[src/rtl/div_ctrl.sv]
// div_ctrl: keypad sequencer for the 4-bit restoring divider.
// Builds BCD operands, validates them, starts the divider, captures results.
`timescale 1ns/1ps
module div_ctrl #(
    parameter int DIV_LAT = 4
) (
    input  logic       clk,
    input  logic       rst_n,
    input  logic       key_valid,
    input  logic [3:0] key_code,
    input  logic [3:0] div_q,
    input  logic [3:0] div_r,
    output logic [7:0] a_bcd,
    output logic [7:0] b_bcd,
    output logic       div_start,
    output logic [3:0] result_q,
    output logic [3:0] result_r,
    output logic       result_valid,
    output logic       err,
    output logic       busy
);

    localparam int CW = (DIV_LAT < 1) ? 1 : $clog2(DIV_LAT + 1);

    typedef enum logic [2:0] {
        ENT_A,
        ENT_B,
        START,
        WAIT,
        DONE,
        ERR
    } state_t;

    state_t        state;
    logic [1:0]    a_cnt;
    logic [1:0]    b_cnt;
    logic [CW-1:0] wcnt;

    logic is_digit;
    logic is_div;
    logic is_eq;
    logic is_clr;
    logic a_ok;
    logic b_ok;
    logic b_zero;

    function automatic logic in_range(input logic [7:0] v);
        in_range = (v[7:4] == 4'd0) ||
                   ((v[7:4] == 4'd1) && (v[3:0] <= 4'd5));
    endfunction

    // Key decode and operand range checks
    always_comb begin
        is_digit = key_valid && (key_code <= 4'd9);
        is_div   = key_valid && (key_code == 4'hA);
        is_eq    = key_valid && (key_code == 4'hB);
        is_clr   = key_valid && (key_code == 4'hC);
        a_ok     = in_range(a_bcd);
        b_ok     = in_range(b_bcd);
        b_zero   = (b_bcd == 8'h00);
    end

    // Sequencer FSM with registered outputs; clear overrides everything
    always_ff @(posedge clk or negedge rst_n) begin
        if (!rst_n) begin
            state        <= ENT_A;
            a_bcd        <= 8'h00;
            b_bcd        <= 8'h00;
            a_cnt        <= 2'd0;
            b_cnt        <= 2'd0;
            wcnt         <= '0;
            div_start    <= 1'b0;
            result_q     <= 4'h0;
            result_r     <= 4'h0;
            result_valid <= 1'b0;
            err          <= 1'b0;
            busy         <= 1'b0;
        end else begin
            div_start <= 1'b0;
            if (is_clr) begin
                state        <= ENT_A;
                a_bcd        <= 8'h00;
                b_bcd        <= 8'h00;
                a_cnt        <= 2'd0;
                b_cnt        <= 2'd0;
                wcnt         <= '0;
                result_q     <= 4'h0;
                result_r     <= 4'h0;
                result_valid <= 1'b0;
                err          <= 1'b0;
                busy         <= 1'b0;
            end else begin
                unique case (state)
                    ENT_A: begin
                        if (is_digit) begin
                            if (a_cnt == 2'd0) begin
                                a_bcd <= {4'h0, key_code};
                                a_cnt <= 2'd1;
                            end else if (a_cnt == 2'd1) begin
                                a_bcd <= {a_bcd[3:0], key_code};
                                a_cnt <= 2'd2;
                            end
                        end else if (is_div && (a_cnt != 2'd0)) begin
                            if (!a_ok) begin
                                state <= ERR;
                                err   <= 1'b1;
                            end else begin
                                state <= ENT_B;
                                b_bcd <= 8'h00;
                                b_cnt <= 2'd0;
                            end
                        end
                    end
                    ENT_B: begin
                        if (is_digit) begin
                            if (b_cnt == 2'd0) begin
                                b_bcd <= {4'h0, key_code};
                                b_cnt <= 2'd1;
                            end else if (b_cnt == 2'd1) begin
                                b_bcd <= {b_bcd[3:0], key_code};
                                b_cnt <= 2'd2;
                            end
                        end else if (is_eq && (b_cnt != 2'd0)) begin
                            if (!a_ok || !b_ok || b_zero) begin
                                state <= ERR;
                                err   <= 1'b1;
                            end else begin
                                state     <= START;
                                div_start <= 1'b1;
                                busy      <= 1'b1;
                            end
                        end
                    end
                    START: begin
                        state <= WAIT;
                        wcnt  <= '0;
                    end
                    WAIT: begin
                        if (wcnt == CW'(DIV_LAT)) begin
                            state        <= DONE;
                            result_q     <= div_q;
                            result_r     <= div_r;
                            result_valid <= 1'b1;
                            busy         <= 1'b0;
                        end else begin
                            wcnt <= wcnt + 1'b1;
                        end
                    end
                    DONE, ERR: begin
                        if (is_digit) begin
                            state        <= ENT_A;
                            a_bcd        <= {4'h0, key_code};
                            a_cnt        <= 2'd1;
                            b_bcd        <= 8'h00;
                            b_cnt        <= 2'd0;
                            result_q     <= 4'h0;
                            result_r     <= 4'h0;
                            result_valid <= 1'b0;
                            err          <= 1'b0;
                        end
                    end
                    default: state <= ENT_A;
                endcase
            end
        end
    end

endmodule

[config.mk]
export PLATFORM = sky130hd
export DESIGN_NAME = div_ctrl
export DESIGN_NICKNAME = d
export VERILOG_FILES = /design/src/rtl/div_ctrl.sv
export SDC_FILE = /design/constraint.sdc
export NUM_CORES = 1
export LEC_CHECK = 0
export CAP_MARGIN = 20
export CORE_MARGIN = 2
export CORE_UTILIZATION = 45
export CTS_BUF_LIST = sky130_fd_sc_hd__clkbuf_16
export DETAILED_ROUTE_END_ITERATION = 16
export PLACE_DENSITY = 0.72
export SYNTH_ARGS = -nofsm -noshare
export SYNTH_HDL_FRONTEND = slang
export SYNTH_SLANG_ARGS = --single-unit
export TNS_END_PERCENT = 50
[constraint.sdc]
create_clock -name clk -period 2.2 [get_ports clk]
set_input_delay 0.44 -clock clk [delete_from_list [all_inputs] [get_ports clk]]
set_output_delay 0.44 -clock clk [all_outputs]
set_load 0.01 [all_outputs]
Word-level counts from Yosys, hierarchy flattened
Cells that the tools add are included.

Register bits: 38. Input port bits: 15. Output and inout bits: 28. Logic and storage cells: 152.

$add $sub $neg: 1. Order comparisons: 3. Equal/unequal tests: 28. Multiplexer cells: 73. Reductions and logical operators: 35.

Operators with widths (number): 8-bit two-way mux (13); 3-bit inequality test (second input constant) (13); 3-bit two-way mux (11); 2-bit two-way mux (13); 8-bit case mux with 3 select lines (1); 1-bit two-way mux (20); 4-bit two-way mux (5); 4-bit case mux with 2 select lines (2); 8-bit case mux with 2 select lines (1); 3-bit case mux with 5 select lines (1); 4-bit == test (second input constant) (3); 3-bit nonzero test (4); 3-bit == test (second input constant) (3); 4-bit by 1-bit == test with 1-bit output (second input constant) (2); 4-bit by 3-bit <= comparator with 1-bit output (second input constant) (2); 1-bit logical AND (8); 4-bit zero test (2); 8-bit zero test (1); 4-bit inequality test (second input constant) (2); 8-bit AND reduction (1); 7-bit AND reduction (1); 3-bit by 2-bit == test with 1-bit output (second input constant) (2); 2-bit case mux with 3 select lines (1); 3-bit case mux with 2 select lines (1); 19 further kinds (27).

Depth between registers and ports, before layout
Gate-level depths: netlist (run 1).

Depth in word-level cells: 11. Mapped depth: 8. Depth with buffers taken out: 7.

Least setup slack after synthesis (run 1)
No wires, ideal clock.

Kind: register to register. Start point: register a_bcd[5]. End point: register b_cnt[1]. Setup time: 0.127 ns. Arrival: 1.809 ns. Data required time: 2.073 ns. Slack: 0.264 ns. Cell stages (with the launch flop): 7. Path buffers: 1. Period minus slack after synthesis: 1.936 ns. Path through: dfrtp_1 -> or3_4 -> a211o_1 -> a2111o_1 -> buf_6 -> nand3_2 -> o31ai_4.

Cells in the longest elaborated chain, start to end: 5. Elaborated cells between the ends (all ways): 6. Classes of those cells: eq/ne: 2; reduce/logical: 4.

RTL lines: start, declared (RTL line 13) `output logic [7:0] a_bcd,`; start signal, assigned (RTL line 97) `a_bcd <= {4'h0, key_code};`; start signal, assigned (RTL line 100) `a_bcd <= {a_bcd[3:0], key_code};`; start signal, assigned (RTL line 152) `a_bcd <= {4'h0, key_code};`; 4-bit by 1-bit == test with 1-bit output (RTL line 49) `((v[7:4] == 4'd1) && (v[3:0] <= 4'd5));`; 1-bit logical AND (RTL line 49); 1-bit logical OR (*) (RTL line 48) `in_range = (v[7:4] == 4'd0) ||`; 3-bit inequality test (no source line) (*); 7-bit AND reduction (no source line) (*); end signal, assigned (RTL line 70) `b_cnt <= 2'd0;`; end signal, assigned (RTL line 85) `b_cnt <= 2'd0;`; end signal, assigned (RTL line 110) `b_cnt <= 2'd0;`; end, declared (RTL line 36) `logic [1:0] b_cnt;`.

Every way passes the cells marked *; elsewhere a longest branch is shown, timed or not. A chain may end at the register's enable or synchronous reset.

Worst setup path in the final report (run 1)
Start point: input key_code[1]. End point: register b_cnt[1].

Cells in the longest elaborated chain, start to end: 5. Elaborated cells between the ends (all ways): 16. Classes of those cells: order compare: 1; eq/ne: 8; mux: 1; reduce/logical: 6.

RTL lines: start, declared (RTL line 10) `input logic [3:0] key_code,`; branches (longest 5 deep; another with 4-bit <= comparator); end signal, assigned (RTL line 70); end signal, assigned (RTL line 110); end signal, assigned (RTL line 118) `b_cnt <= 2'd1;`.

Parallel ways; which one is timed is not known.

==> results.json, run 1 <==
{
  "syn_area_mm2": 0.001957,
  "synth-edff-count": 0,
  "hold_class": "in2async",
  "maxCapViolCount": 0,
  "final.period_utilization": 0.9352,
  "ioPinCount": 43,
  "period_minus_slack_ns": 2.058,
  "mostFrequentLayoutCell": "clkdlybuf4s50_1",
  "grt_antenna_before_repair": 0,
  "critical_path_arrival_ns": 2.22,
  "cts_tree": "done",
  "grt_pass1_wl_um": 8224,
  "post_cts_buffers": 0,
  "yosysSeqAreaShare": 0.4859,
  "cts_made_buffers": 5,
  "end_kind": "flop",
  "ys_warn_count": 0,
  "clk_pin_slew_worst_paths_ns": 0.06,
  "initial_core_util": 0.4789,
  "drc": 0,
  "gp_congestion": 0.9174,
  "yosys_most_used_dff": "dfrtp_1",
  "cts.sinks": 38,
  "synthAdderAreaFrac": 0.01279,
  "final_hold_viol_count": 0,
  "startpoint_type": "input port",
  "rows": 23,
  "fmax_ghz": 0.4860,
  "antennaDiodeCount": 0,
  "crit_fanout": 20,
  "critical_path_class": "in2reg",
  "netlist_instances": 214,
  "portBuffers": 42,
  "insertion_delay_ns": 0.28,
  "slew_violations": 0,
  "final_nets": 289,
  "worstMarginPinSlew_ns": 0.5428,
  "core_mm2": 0.004086,
  "ir_drop_uv": 703.3,
  "m1WireLength_um": 2139,
  "wl_met2_um": 2282,
  "setup_viol": 0,
  "ctsHoldBuffers": 0,
  "fillers": 367,
  "die_x_um": 69.95,
  "cts-resized-gates": 0,
  "first_pass_iters": 4,
  "setup_tns_ns": 0,
  "synth_top_family_by_area": "simple AND/OR/NAND/NOR gates",
  "synth_compound_area_frac": 0.2123,
  "required_ns": 2.36,
  "place_hpwl_um": 3569,
  "rsz0062_at_grt": "no",
  "synth-xor-area-share": 0,
  "fin_skew_ns": 0.005263,
  "synthArstFlopShare": 1.000,
  "total_power_w": 0.003747,
  "status": "complete, no violations",
  "synth_top_area_cell": "dfrtp_1",
  "clockBufferDepth": 2,
  "grt.overflow.total": 0,
  "die_h_um": 69.95,
  "fin_area_mm2": 0.002671,
  "avgSynthCellArea_um2": 9.144,
  "relSlewSlack": 0.6348,
  "p_per_area_mw_per_mm2": 1403,
  "power_leakage_nw": 1.174,
  "area_delta_synth_final_pct": 36.51,
  "synth_cell_type_count": 45,
  "postRouteAntennaNets": 0,
  "muxShareOfSynthArea": 0.01726,
  "top_layer": "met4",
  "place_ws_ns": -0.1361,
  "synth-simple-area-share": 0.2180,
  "wl_per_cell_um": 14.75,
  "synth_area_leaders": "dfrtp_1 (49%), nand2_1 (6.3%), o21ai_0 (5.4%), nand3_1 (3.8%), o21ai_2 (3.1%)",
  "viasPerCell": 5.582,
  "drive_gt1_frac": 0.1538,
  "die_area_mm2": 0.004892,
  "synth-seq-cells": 38,
  "cts_root_buffer": "clkbuf_16",
  "drtIter0Drc": 71,
  "htree_levels": 2,
  "grt_pass1_vias": 1686,
  "final_util": 0.6537,
  "met3_length_um": 256,
  "layout_common_cells": "clkdlybuf4s50_1 (41), dfrtp_1 (38), nand2_1 (33)",
  "grt_usage": 0.2096,
  "route.vias.total": 1803,
  "place_area_mm2": 0.002534,
  "worst_slack_ns": 0.1425,
  "synth_top_area_share": 0.4859,
  "routed_wl_um": 4764,
  "grt_max_degree": 21,
  "synth_nets": 231
}
[logic make-up after synthesis]
logic type	Yosys count
AO/OA/AOI/OAI	63
adder cells (fa/ha/maj)	2
multiplexers	3
buffers and inverters	23
AND/OR/NAND/NOR	85
flip-flops	38
[synthesized netlist by cell type (2+ instances only)]
master     count
and4_1         2
o21ai_0       21
ha_1           2
nor2_1        13
nand2b_1       2
clkbuf_1       5
o21ai_2        7
dfrtp_1       38
inv_1         13
mux2_2         3
buf_2          2
nand2_1       33
buf_6          2
o21ai_1        3
nand3_1       15
a2111o_1       2
a21o_1         2
a21oi_1       12
o2111ai_1      2
a211oi_1       3
nor3_1         2
o22ai_1        2
nand4_1        6
[per-layer routing]
layer / GRT usage / vias to the layer above
met3: 0.04618 / 9
met5: 0 / -
met2: 0.3397 / 49
met1: 0.2813 / 863
li1: - / 882
met4: 0.06410 / 0
[path summary, 6_finish.rpt]
kind,from,to,slack [ns],depth (start not counted)
max reg2reg,a_bcd[5]$_DFFE_PN0P_,b_cnt[1]$_DFFE_PN0P_,0.23,6
max in group asynchronous,rst_n,err$_DFFE_PN0P_,1.69,2
min in group clk,result_valid$_DFFE_PN0P_,result_valid$_DFFE_PN0P_,0.48,2
max,key_code[1],b_cnt[1]$_DFFE_PN0P_,0.14,7
min,rst_n,wcnt[0]$_DFFE_PN0P_,0.03,1
min reg2reg,result_valid$_DFFE_PN0P_,result_valid$_DFFE_PN0P_,0.48,2
[layout make-up]
cell class / count / area, µm² / share of cell area
Clock buffer: 5 / 125.1 / 0.04684
Timing Repair Buffer: 61 / 570.5 / 0.2136
Tap cell: 50 / 62.56 / 0.02342
Sequential cell: 38 / 950.9 / 0.3560
Inverter: 13 / 48.80 / 0.01827
Multi-Input combinational cell: 153 / 900.9 / 0.3372
Clock inverter: 3 / 12.51 / 0.004684
[sequential cells by signal, summed over array words and instances (netlist names)]
signal        cells
a_bcd             8
a_cnt             2
b_bcd             8
b_cnt             2
busy              1
div_start         1
err               1
result_q          4
result_r          4
result_valid      1
state             3
wcnt              3
[metrics by stage]
step	hold slack (ns)	std cells
6_report	0.03227	323
5_1_grt	0.05303	323
4_1_cts	0.03948	323
3_5_place_dp	0.3337	315
3_3_place_gp	0.3355	315
2_1_floorplan	0.1444	214
[worst max-delay path, stage by stage]
cell             delay (ns)
clkdlybuf4s50_1        0.54
nand4b_1               0.16
o31a_1                 0.35
a2111o_1               0.40
buf_12                 0.17
nand3_2                0.09
o31ai_4                0.06
[power by group]
part	switching, W	internal [W]
logic	0.000959	0.000897
clock network	0.000263	0.000409
registers	0.000256	0.000963
No activity file was read; power rests on OpenSTA's default activity.
==> run 2: changes to the inputs <==
- ABC_CLOCK_PERIOD_IN_PS: not set -> 2200
- CTS_CLUSTER_DIAMETER: not set -> 100
==> results of run 2 <==
Final layout, timing and power as in run 1 (identical DEF).
==> run 3: changes to the inputs <==
- ABC_CLOCK_PERIOD_IN_PS: 2200 -> 2070
- SLEW_MARGIN: not set -> 15
- clock period: 2.2 -> 2.07 ns (I/O delays scaled with it)
==> run 3 against run 2 <==
Against the previous run: worst setup slack lost 0.066 ns; die area is the same; global-route usage shrank 0.080 points; sequential cell count is the same; core utilization grew 1.2 points; non-clock buffer count grew 5; largest cell class unchanged; via count grew 0.11%; clock power grew 5.4%; sequential power grew 6%; critical path type is now reg2reg.
==> results.json, run 3 (synthesis results as in run 1) <==
{
  "grt_use_met2": 0.3407,
  "ioPinCount": 43,
  "final_hold_viol_count": 0,
  "power_leakage_nw": 1.212,
  "maxCapViolCount": 0,
  "final_nets": 294,
  "cts.sinks": 38,
  "drtIter0Drc": 114,
  "die_area_mm2": 0.004892,
  "postRouteAntennaNets": 0,
  "p_per_area_mw_per_mm2": 1475,
  "grt_usage": 0.2088,
  "gp_congestion": 0.9134,
  "final.period_utilization": 0.9630,
  "area_delta_synth_final_pct": 39.00,
  "place_area_mm2": 0.002571,
  "portBuffers": 42,
  "fin_area_mm2": 0.002720,
  "use_met1": 0.2741,
  "route.vias.total": 1805,
  "insertion_delay_ns": 0.28,
  "die_h_um": 69.95,
  "clockBufferDepth": 2,
  "wl_per_cell_um": 14.59,
  "status": "complete, no violations",
  "die_x_um": 69.95,
  "grt.overflow.total": 0,
  "relSlewSlack": 0.6700,
  "rsz0062_at_grt": "no",
  "critical_path_arrival_ns": 2.15,
  "grt_max_degree": 39,
  "drc": 0,
  "ir_drop_uv": 786.6,
  "core_mm2": 0.004086,
  "grt_antenna_before_repair": 0,
  "hold_class": "in2async",
  "setup_tns_ns": 0,
  "ctsHoldBuffers": 0,
  "viasPerCell": 5.503,
  "total_power_w": 0.004013,
  "period_minus_slack_ns": 1.993,
  "crit_fanout": 20,
  "reg_top3": "a_bcd (8), b_bcd (8)",
  "critical_path_class": "reg2reg",
  "required_ns": 2.23,
  "startpoint_type": "flop",
  "first_pass_iters": 4,
  "fmax_ghz": 0.5016,
  "grt_use_met3": 0.05195,
  "grt-busiest-layer": "met2",
  "cts_made_buffers": 5,
  "htree_levels": 2,
  "clk_pin_slew_worst_paths_ns": 0.06,
  "end_kind": "flop",
  "fin_skew_ns": 0.004442,
  "setup_viol": 0,
  "drive_gt1_frac": 0.1727,
  "mostFrequentLayoutCell": "clkdlybuf4s50_1",
  "initial_core_util": 0.4789,
  "grt_pass1_wl_um": 8169,
  "cts_tree": "done",
  "r2r-start": "a_bcd[5]$_DFFE_PN0P_",
  "antennaDiodeCount": 0,
  "cts_root_buffer": "clkbuf_16",
  "routed_wl_um": 4784,
  "worstMarginPinSlew_ns": 0.4905,
  "startpoint": "a_bcd[5]$_DFFE_PN0P_",
  "grt_pass1_vias": 1767,
  "slew_violations": 0,
  "rows": 23,
  "layout_common_cells": "clkdlybuf4s50_1 (39), dfrtp_1 (38), nand2_1 (33)",
  "place_hpwl_um": 3513
}
-- run 3: routing by layer --
| metal | vias up | wire [µm] |
|---|---|---|
| li1 | 892 | - |
| met1 | 858 | 2235 |
| met2 | 48 | 2272 |
| met3 | 7 | 221 |
| met4 | 0 | 55 |
| met5 | - | 0 |
-- run 3: stage by stage --
stage / instances / hold WS, ns / util / worst slack [ns]
floorplan: 214 / 0.1184 / - / 0.1336
global placement: 320 / 0.4627 / 0.6292 / -0.1848
detailed placement: 320 / 0.4699 / 0.6292 / -0.2297
CTS: 328 / 0.2042 / 0.6626 / 0.06278
global route: 328 / 0.2374 / 0.6656 / 0.008246
finish: 328 / 0.1820 / 0.6656 / 0.07658
-- run 3: area by class of cell --
| type | count | area [µm²] |
|---|---|---|
| clock buffer | 5 | 125.1 |
| clock inverter | 3 | 11.26 |
| fill | 364 | 1366 |
| inverter | 13 | 48.80 |
| multi-input combinational | 153 | 908.4 |
| sequential | 38 | 950.9 |
| tap | 50 | 62.56 |
| timing repair buffer | 66 | 613.1 |
-- run 3: repair_timing --
| item | CTS | global route |
|---|---|---|
| gates resized for setup | 0 | 4 |
| endpoints found under the hold margin | 0 | 0 |
| setup buffers | 0 | 0 |
| endpoints found under the setup margin | 0 | 9 |
-- run 3: worst paths after layout --
path	slack, ns	to	depth (start not counted)
setup / recovery	0.08	b_cnt[1]$_DFFE_PN0P_	6
hold / removal	0.18	result_r[3]$_DFFE_PN0P_	2
setup reg to reg	0.08	b_cnt[1]$_DFFE_PN0P_	6
hold reg to reg	0.48	result_r[3]$_DFFE_PN0P_	2
max in group asynchronous	1.56	a_bcd[1]$_DFFE_PN0P_	2
min in group clk	0.48	result_r[3]$_DFFE_PN0P_	2
-- run 3: power by group --
group	internal, W	switching, W
Clock	0.000433	0.000275
Combinational	0.000997	0.00102
Sequential	0.00102	0.000272
-- run 3: worst max-delay path, cell delays in order (launching register included) --
cell and delay [ns]:
dfrtp_1 0.40, or3_4 0.41, a211o_1 0.28, a2111o_1 0.45, buf_12 0.17, nand3_2 0.09
o31ai_4 0.06
